`config.mk`:
```
export PLATFORM = sky130hd
export DESIGN_NAME = ysyx_24090012_ifu
export DESIGN_NICKNAME = d
export VERILOG_FILES = /design/src/rtl/ysyx_24090012_ifu_pkg.sv /design/src/rtl/ysyx_24090012_ifu.sv
export SDC_FILE = /design/constraint.sdc
export NUM_CORES = 1
export LEC_CHECK = 0
export ABC_AREA = 1
export BUFFER_PORTS_ARGS = -buffer_cell sky130_fd_sc_hd__buf_2
export CORE_AREA = 2 2 114 116
export CTS_CLUSTER_DIAMETER = 200
export DETAILED_ROUTE_END_ITERATION = 7
export DIE_AREA = 0 0 116 118
export PLACE_DENSITY = 0.68
export SKIP_LAST_GASP = 1
export SYNTH_ARGS = -nofsm -noshare
export SYNTH_HDL_FRONTEND = slang
export SYNTH_SLANG_ARGS = --single-unit
```
`constraint.sdc`:
```
create_clock -name clk -period 4.35 [get_ports clk]
set_input_delay 0.87 -clock clk [delete_from_list [all_inputs] [get_ports clk]]
set_output_delay 0.87 -clock clk [all_outputs]
set_load 0.01 [all_outputs]
```
`src/rtl/ysyx_24090012_ifu_pkg.sv`:
```
// Shared types and constants for the ysyx_24090012 instruction fetch unit.
package ysyx_24090012_ifu_pkg;

  localparam int unsigned XLEN   = 32;
  localparam int unsigned RESP_W = 2;

  localparam logic [RESP_W-1:0] RESP_OKAY    = 2'b00;
  localparam logic [XLEN-1:0]   NOP_INST     = 32'h0000_0013;
  localparam logic [XLEN-1:0]   RESET_PC_DEF = 32'h8000_0000;

  typedef enum logic [2:0] {
    S_BOOT = 3'd0,
    S_AR   = 3'd1,
    S_R    = 3'd2,
    S_OUT  = 3'd3,
    S_WAIT = 3'd4
  } ifu_state_t;

  // Payload handed to the decode stage.
  typedef struct packed {
    logic [XLEN-1:0] inst;
    logic [XLEN-1:0] pc;
    logic            err;
  } fetch_t;

  function automatic logic pc_aligned(input logic [XLEN-1:0] addr);
    return addr[1:0] == 2'b00;
  endfunction

endpackage

```
`src/rtl/ysyx_24090012_ifu.sv`:
```
// Instruction fetch unit: one AXI4-Lite read per instruction, inst/pc handed to IDU,
// then waits for the next pc from write-back (single outstanding fetch).
module ysyx_24090012_ifu
  import ysyx_24090012_ifu_pkg::*;
#(
  parameter logic [31:0] RESET_PC = 32'h8000_0000,
  parameter logic [31:0] ERR_INST = 32'h0000_0013
) (
  input  logic        clk,
  input  logic        rst_n,
  output logic [31:0] ifu_araddr,
  output logic        ifu_arvalid,
  input  logic        ifu_arready,
  input  logic [31:0] ifu_rdata,
  input  logic [1:0]  ifu_rresp,
  input  logic        ifu_rvalid,
  output logic        ifu_rready,
  output logic [31:0] inst,
  output logic [31:0] pc,
  output logic        inst_valid,
  input  logic        inst_ready,
  output logic        fetch_err,
  input  logic [31:0] npc,
  input  logic        npc_valid,
  output logic        npc_ready,
  output logic [31:0] perf_fetch_cnt
);

  ifu_state_t      state_q, state_d;
  fetch_t          fetch_q, fetch_d;
  logic [XLEN-1:0] perf_cnt_q, perf_cnt_d;
  logic            arvalid_q, arvalid_d;
  logic            rready_q, rready_d;
  logic            inst_valid_q, inst_valid_d;
  logic            npc_ready_q, npc_ready_d;

  // Next-state, datapath updates and state-decoded handshake outputs.
  always_comb begin
    state_d    = state_q;
    fetch_d    = fetch_q;
    perf_cnt_d = perf_cnt_q;
    unique case (state_q)
      S_BOOT: state_d = S_AR;
      S_AR: begin
        if (ifu_arready) state_d = S_R;
      end
      S_R: begin
        if (ifu_rvalid) begin
          state_d = S_OUT;
          if (ifu_rresp == RESP_OKAY) begin
            fetch_d.inst = ifu_rdata;
            fetch_d.err  = 1'b0;
          end else begin
            fetch_d.inst = ERR_INST;
            fetch_d.err  = 1'b1;
          end
        end
      end
      S_OUT: begin
        if (inst_ready) begin
          state_d    = S_WAIT;
          perf_cnt_d = perf_cnt_q + XLEN'(1);
        end
      end
      S_WAIT: begin
        if (npc_valid) begin
          fetch_d.pc = npc;
          if (pc_aligned(npc)) begin
            state_d = S_AR;
          end else begin
            // Misaligned target never reaches the bus; report it as a faulting fetch.
            fetch_d.inst = ERR_INST;
            fetch_d.err  = 1'b1;
            state_d      = S_OUT;
          end
        end
      end
      default: state_d = S_BOOT;
    endcase
    arvalid_d    = (state_d == S_AR);
    rready_d     = (state_d == S_R);
    inst_valid_d = (state_d == S_OUT);
    npc_ready_d  = (state_d == S_WAIT);
  end

  always_ff @(posedge clk or negedge rst_n) begin
    if (!rst_n) begin
      state_q      <= S_BOOT;
      fetch_q      <= '{inst: ERR_INST, pc: RESET_PC, err: 1'b0};
      perf_cnt_q   <= '0;
      arvalid_q    <= 1'b0;
      rready_q     <= 1'b0;
      inst_valid_q <= 1'b0;
      npc_ready_q  <= 1'b0;
    end else begin
      state_q      <= state_d;
      fetch_q      <= fetch_d;
      perf_cnt_q   <= perf_cnt_d;
      arvalid_q    <= arvalid_d;
      rready_q     <= rready_d;
      inst_valid_q <= inst_valid_d;
      npc_ready_q  <= npc_ready_d;
    end
  end

  assign ifu_araddr     = fetch_q.pc;
  assign ifu_arvalid    = arvalid_q;
  assign ifu_rready     = rready_q;
  assign inst           = fetch_q.inst;
  assign pc             = fetch_q.pc;
  assign fetch_err      = fetch_q.err;
  assign inst_valid     = inst_valid_q;
  assign npc_ready      = npc_ready_q;
  assign perf_fetch_cnt = perf_cnt_q;

  // Read data is only meaningful while a read is outstanding.
  a_rvalid_in_r : assert property (@(posedge clk) disable iff (!rst_n)
    ifu_rvalid |-> (state_q == S_R));

endmodule

```
==> results.sh, run 1 <==
export IMPL_status="completed"
export IMPL_start_util_pct=39.6
export IMPL_syn_inst=529
export IMPL_seq_area_frac_synth_pct=53.1
export IMPL_worstMarginPinSlew_ns=1.04
export IMPL_grt_util_met1_pct=21.1
export IMPL_drt_iter0_markers=172
export IMPL_vdd_drop_max_mv=0.237
export IMPL_crit_chain="nand3_4 -> or2_0 -> nand2_8 -> nor2_4 -> nand2_1 -> nand2_1"
export IMPL_cts_root_buf="clkbuf_16"
export IMPL_ys_types=27
export IMPL_required_ns=4.64
export IMPL_cts_buffers=9
export IMPL_insertion_delay_ns=0.35
export IMPL_preCtsSetupSlack_ns=1.68
export IMPL_vias_per_cell=4.63
export IMPL_use_met3_pct=4.22
export IMPL_synth_seq_cells=104
export IMPL_crit_path_max_fanout=33
export IMPL_crit_buf_inv=0
export IMPL_slew_violations=0
export IMPL_busiest_layer="met2"
export IMPL_met2_usage_pct=29.1
export IMPL_grt_max_degree=83
export IMPL_leakagePower_nw=3.45
export IMPL_critPathKind="flop to flop"
export IMPL_vias=4068
export IMPL_die_x_um=116
export IMPL_antenna_found_initial=0
export IMPL_min_period_over_period_pct=52.9
export IMPL_drt_first_pass_iters=4
export IMPL_postSynthAreaPerCell_um2=9.29
export IMPL_final_common_cell="buf_2"
export IMPL_area_growth_pct=24.0
export IMPL_clockBufferDepth=2
export IMPL_clk_pin_slew_worst_paths_ns=0.08
export IMPL_reg2reg_slack_ns=2.05
export IMPL_cp_start_kind="flop"
export IMPL_dp_hpwl_um=8810
export IMPL_grt_usage_pct=17.2
export IMPL_endpoint_kind="flop"
export IMPL_post_cts_buffers=0
export IMPL_skew_ns=0.00909
export IMPL_yosys_area_top_type_share_pct=50.9
export IMPL_cts_tree="done"
export IMPL_min_path_type="flop to flop"
export IMPL_cts_htree_levels=3
export IMPL_slowest_delay_ns=0.69
export IMPL_drc=0
export IMPL_die_y_um=118
export IMPL_rows=41
export IMPL_period_minus_slack_ns=2.30
export IMPL_critical_path_top_delay_family="simple AND/OR/NAND/NOR gates"
export IMPL_cts_resized=0
export IMPL_portBuffers=204
export IMPL_fmax_mhz=435
export IMPL_synth_top_area_cell="dfrtp_1"
export IMPL_grt_ovfl_total=0
export IMPL_drive_gt1_share_pct=39.2
export IMPL_antenna_left=0
export IMPL_die_area_um2=13700
export IMPL_hold_violations=0
export IMPL_wl_um=11600
export IMPL_stdcell_count=879
export IMPL_r2r_end="inst[3]$_DFFE_PN0P_"
export IMPL_synth_net_count=602
export IMPL_hold_end="inst[0]$_DFFE_PN1P_"
export IMPL_slowest_stage="nor2_4"
export IMPL_coreArea_um2=12400
export IMPL_min_delay_path_depth=2
export IMPL_mostFrequentLayoutCells="203 x buf_2, 169 x nand2_1, 100 x dfrtp_1"
export IMPL_wire_per_inst_um=13.2
export IMPL_cap_violations=0
export IMPL_setup_viol=0
export IMPL_cts_sinks=104
export IMPL_grt_first_pass_wirelength_um=18700
export IMPL_slew_headroom_pct=30.9
export IMPL_diodes=0
export IMPL_yosys_warnings=0
export IMPL_crit_path_frequent_cell="nand2_1"
export IMPL_ys_top_cells_by_area="dfrtp_1 51%, nand2_1 13%, mux2_2 7.3%"
export IMPL_place_congestion=0.809
export IMPL_fin_tns_setup_ns=0
export IMPL_fin_ws_ns=2.05
export IMPL_holdCritStartpoint="inst[0]$_DFFE_PN1P_"
export IMPL_crit_arrival_ns=2.59
export IMPL_hold_buffers=0
export IMPL_r2r_start="state_q[2]$_DFF_PN0_"
export IMPL_rsz0062_at_grt="false"
export IMPL_worstRegToRegCells=6
export IMPL_syn_area_um2=4910
export IMPL_grt_pass1_vias=3894
export IMPL_power_per_cell_area_nw_per_um2=584
export IMPL_dp_cells=863
export IMPL_fin_nets=775
export IMPL_io_pin_count=205
-- final cells by class --
type                            count  area, µm²
Multi-Input combinational cell    339       1790
Timing Repair Buffer              205       1030
Sequential cell                   104       2610
Clock inverter                      7       62.6
Fill cell                        1213       6320
Tap cell                          172        215
Clock buffer                        9        225
Inverter                           43        161
-- worst register-to-register path, stage by stage (launching register included) --
cell     delay (ns)
dfrtp_1        0.45
nand3_4        0.15
or2_0          0.48
nand2_8        0.23
nor2_4         0.69
nand2_1        0.13
nand2_1        0.10
-- synthesized netlist by cell type --
master	count
a21oi_1	1
buf_4	36
buf_6	6
buf_8	1
dfrtp_1	100
dfstp_2	4
ha_1	1
inv_1	41
inv_2	2
mux2_2	32
nand2_1	169
nand2_2	10
nand2_8	1
nand3_1	32
nand3_4	1
nand3b_1	2
nand4_1	11
nor2_1	43
nor2_2	3
nor2_4	2
nor3_1	5
o211ai_1	1
o21ai_0	6
o21ai_4	1
or2_0	1
xnor2_1	10
xor2_1	7
-- worst max-delay path by stage --
stage,from,endpoint,slack [ns],cells past startpoint
6_report,state_q[2]$_DFF_PN0_,inst[3]$_DFFE_PN0P_,2.05,6
5_1_grt,state_q[2]$_DFF_PN0_,inst[3]$_DFFE_PN0P_,1.80,6
4_1_cts,state_q[2]$_DFF_PN0_,inst[3]$_DFFE_PN0P_,2.02,6
3_5_place_dp,npc_valid,inst[3]$_DFFE_PN0P_,1.68,6
3_3_place_gp,npc_valid,inst[31]$_DFFE_PN0P_,1.78,6
2_1_floorplan,inst_ready,perf_fetch_cnt[14]$_DFFE_PN0P_,2.57,8
-- through the flow --
stage                     hold WS [ns]  instance area, µm²  util, %  total power, W
after floorplan                  0.472                4910        -         0.00238
after global placement           0.460                5810     46.8         0.00277
after detailed placement         0.459                5810     46.8         0.00282
after CTS                        0.472                6100     49.1         0.00362
after global routing             0.498                6100     49.1         0.00382
final                            0.470                6100     49.1         0.00356
-- where the power goes --
part	leakage [nW]	switching (W)	internal, W
logic	1.95	0.000706	0.000547
clock network	0.139	0.000381	0.000399
registers	1.36	0.000215	0.00131
-- state kept, by name, indices dropped and copies added (netlist names) --
register        cells
ifu_rready          1
npc_ready           1
inst               32
fetch_err           1
ifu_araddr         32
inst_valid          1
state_q             3
perf_fetch_cnt     32
ifu_arvalid         1
-- per-layer routing --
| layer | part of all wire [%] | wire length [µm] | vias up |
|---|---|---|---|
| li1 | - | - | 1982 |
| met1 | 42 | 4850 | 1923 |
| met2 | 50 | 5860 | 151 |
| met3 | 6.4 | 744 | 12 |
| met4 | 1.7 | 195 | 0 |
| met5 | 0 | 0 | - |
-- cell families (layout without fill, tap and decap cells) --
family,Yosys count,count (layout),synth area share (%)
buffers and inverters,86,264,10.5
XOR/XNOR,17,17,3.03
flip-flops,104,104,53.1
adder cells (fa/ha/maj),1,1,0.255
AO/OA/AOI/OAI,9,9,1.20
multiplexers,32,32,7.33
AND/OR/NAND/NOR,280,280,24.7
Power figures use the tool's default switching activity.
==> inputs of run 2 (changes only) <==
Settings changed: PLACE_DENSITY 0.68 to 0.71.
Clock period 4.35 ns to 1.9 ns, I/O delays scaled along.
==> results.sh, run 2 (same netlist as run 1, synthesis figures left out) <==
export IMPL_place_congestion=0.822
export IMPL_leakagePower_nw=3.47
export IMPL_p_int_w=0.00518
export IMPL_required_ns=2.18
export IMPL_cts_htree_levels=3
export IMPL_clk_pin_slew_worst_paths_ns=0.07
export IMPL_antenna_left=0
export IMPL_grt_ovfl_total=0
export IMPL_cap_violations=0
export IMPL_coreArea_um2=12400
export IMPL_fin_ws_ns=0.195
export IMPL_dp_hpwl_um=8480
export IMPL_fillers=1222
export IMPL_die_x_um=116
export IMPL_fin_nets=783
export IMPL_cts_root_buf="clkbuf_16"
export IMPL_drive_gt1_share_pct=39.5
export IMPL_status="completed"
export IMPL_crit_arrival_ns=1.99
export IMPL_start_util_pct=39.6
export IMPL_endpoint_kind="flop"
export IMPL_grt_usage_pct=16.7
export IMPL_final_common_cell="buf_2"
export IMPL_cp_start_kind="flop"
export IMPL_cts_sinks=104
export IMPL_wire_per_inst_um=13.0
export IMPL_skew_ns=0.00486
export IMPL_clockBufferDepth=2
export IMPL_rows=41
export IMPL_setup_viol=0
export IMPL_critPathKind="flop to flop"
export IMPL_grt_max_degree=105
export IMPL_cts_buffers=9
export IMPL_post_cts_buffers=0
export IMPL_diodes=0
export IMPL_portBuffers=204
export IMPL_combPwrFrac_pct=36.4
export IMPL_wl_um=11500
export IMPL_p_switching_w=0.00284
export IMPL_min_period_over_period_pct=89.7
export IMPL_hold_buffers=0
export IMPL_clockPowerShare_pct=20.5
export IMPL_drt_first_pass_iters=4
export IMPL_slew_headroom_pct=61.8
export IMPL_vias_per_cell=4.62
export IMPL_rsz0062_at_grt="false"
export IMPL_vdd_drop_max_mv=0.522
export IMPL_grt_pass1_vias=3766
export IMPL_insertion_delay_ns=0.34
export IMPL_grt_first_pass_wirelength_um=18000
export IMPL_utilization_pct=49.5
export IMPL_period_minus_slack_ns=1.71
export IMPL_seq_power_share_pct=43.1
export IMPL_io_pin_count=205
export IMPL_swShare_pct=35.4
export IMPL_slew_violations=0
export IMPL_fmax_mhz=586
export IMPL_hold_violations=0
export IMPL_min_path_type="input pin to asynchronous set/reset pin"
export IMPL_preCtsSetupSlack_ns=0.0109
export IMPL_crit_path_max_fanout=15
export IMPL_multi_input_area_um2=1810
export IMPL_worstMarginPinSlew_ns=0.573
export IMPL_vias=4089
export IMPL_mostFrequentLayoutCells="203 x buf_2, 169 x nand2_1, 100 x dfrtp_1"
export IMPL_drc=0
export IMPL_drt_iter0_markers=181
export IMPL_area_growth_pct=25.0
export IMPL_power_per_cell_area_nw_per_um2=1300
export IMPL_die_y_um=118
export IMPL_cts_tree="done"
export IMPL_regArea_um2=2610
export IMPL_die_area_um2=13700
export IMPL_antenna_found_initial=0
[run 2: cell types whose count changed in the layout (fill, tap and decap cells not counted)]
cell / delta
clkinv_2: +3
clkbuf_1: +2
nor2_2: -1
inv_6: -2
inv_8: -1
buf_12: +1
buf_4: +6
nor2_4: +2
clkinv_4: -3
[run 2: cell type report]
cell class	instances	share of cell area [%]
sequential	104	42.4
clock buffer	11	3.79
multi-input combinational	340	29.4
clock inverter	4	0.367
inverter	43	2.63
tap	172	3.50
timing repair buffer	212	17.8
[run 2: worst paths after layout]
check | start | to | slack [ns] | cells past startpoint
setup / recovery | state_q[2]$_DFF_PN0_ | inst[11]$_DFFE_PN0P_ | 0.19 | 6
hold / removal | rst_n | perf_fetch_cnt[30]$_DFFE_PN0P_ | 0.07 | 2
setup reg to reg | state_q[2]$_DFF_PN0_ | inst[11]$_DFFE_PN0P_ | 0.19 | 6
hold reg to reg | inst[1]$_DFFE_PN1P_ | inst[1]$_DFFE_PN1P_ | 0.47 | 2
max in group asynchronous | rst_n | inst[1]$_DFFE_PN1P_ | 1.37 | 2
min in group clk | ifu_rdata[20] | inst[20]$_DFFE_PN0P_ | 0.23 | 3
[run 2: worst max-delay path, cell delays in order (launching register included)]
cell and delay, ns:
dfrtp_1 0.44, nand3_4 0.15, or2_0 0.31, nand2_8 0.10, nor2_4 0.46, nand2_1 0.10
nand2_1 0.09
[run 2: power groups by stage]
stage               registers [W]  clock network [W]  logic, W
finish                    0.00345            0.00164   0.00292
global route              0.00357            0.00179   0.00324
CTS                       0.00346            0.00171   0.00295
detailed placement        0.00350                  0   0.00294
global placement          0.00348                  0   0.00290
floorplan                 0.00384                  0   0.00161
[run 2: what timing repair did]
item,4_1_cts,5_1_grt
cloned,0,1
resized for setup,0,2
endpoints found under the setup margin,3,30
[run 2: per-stage QoR]
| step | setup TNS (ns) | instance area (µm²) | hold slack (ns) | instances | power (W) |
|---|---|---|---|---|---|
| floorplan | 0 | 4910 | 0.0844 | 529 | 0.00545 |
| global placement | 0 | 5870 | 0.457 | 870 | 0.00638 |
| detailed placement | 0 | 5870 | 0.457 | 870 | 0.00644 |
| CTS | -0.0136 | 6130 | 0.123 | 885 | 0.00812 |
| global route | 0 | 6140 | 0.114 | 886 | 0.00859 |
| finish | 0 | 6140 | 0.0701 | 886 | 0.00802 |
[run 2: routing by layer]
layer,GRT usage (%),up-vias,routed length (µm)
li1,-,1996,-
met1,20.6,1918,4840
met2,28.2,158,5640
met3,3.71,17,778
met4,6.55,0,230
met5,0,-,0
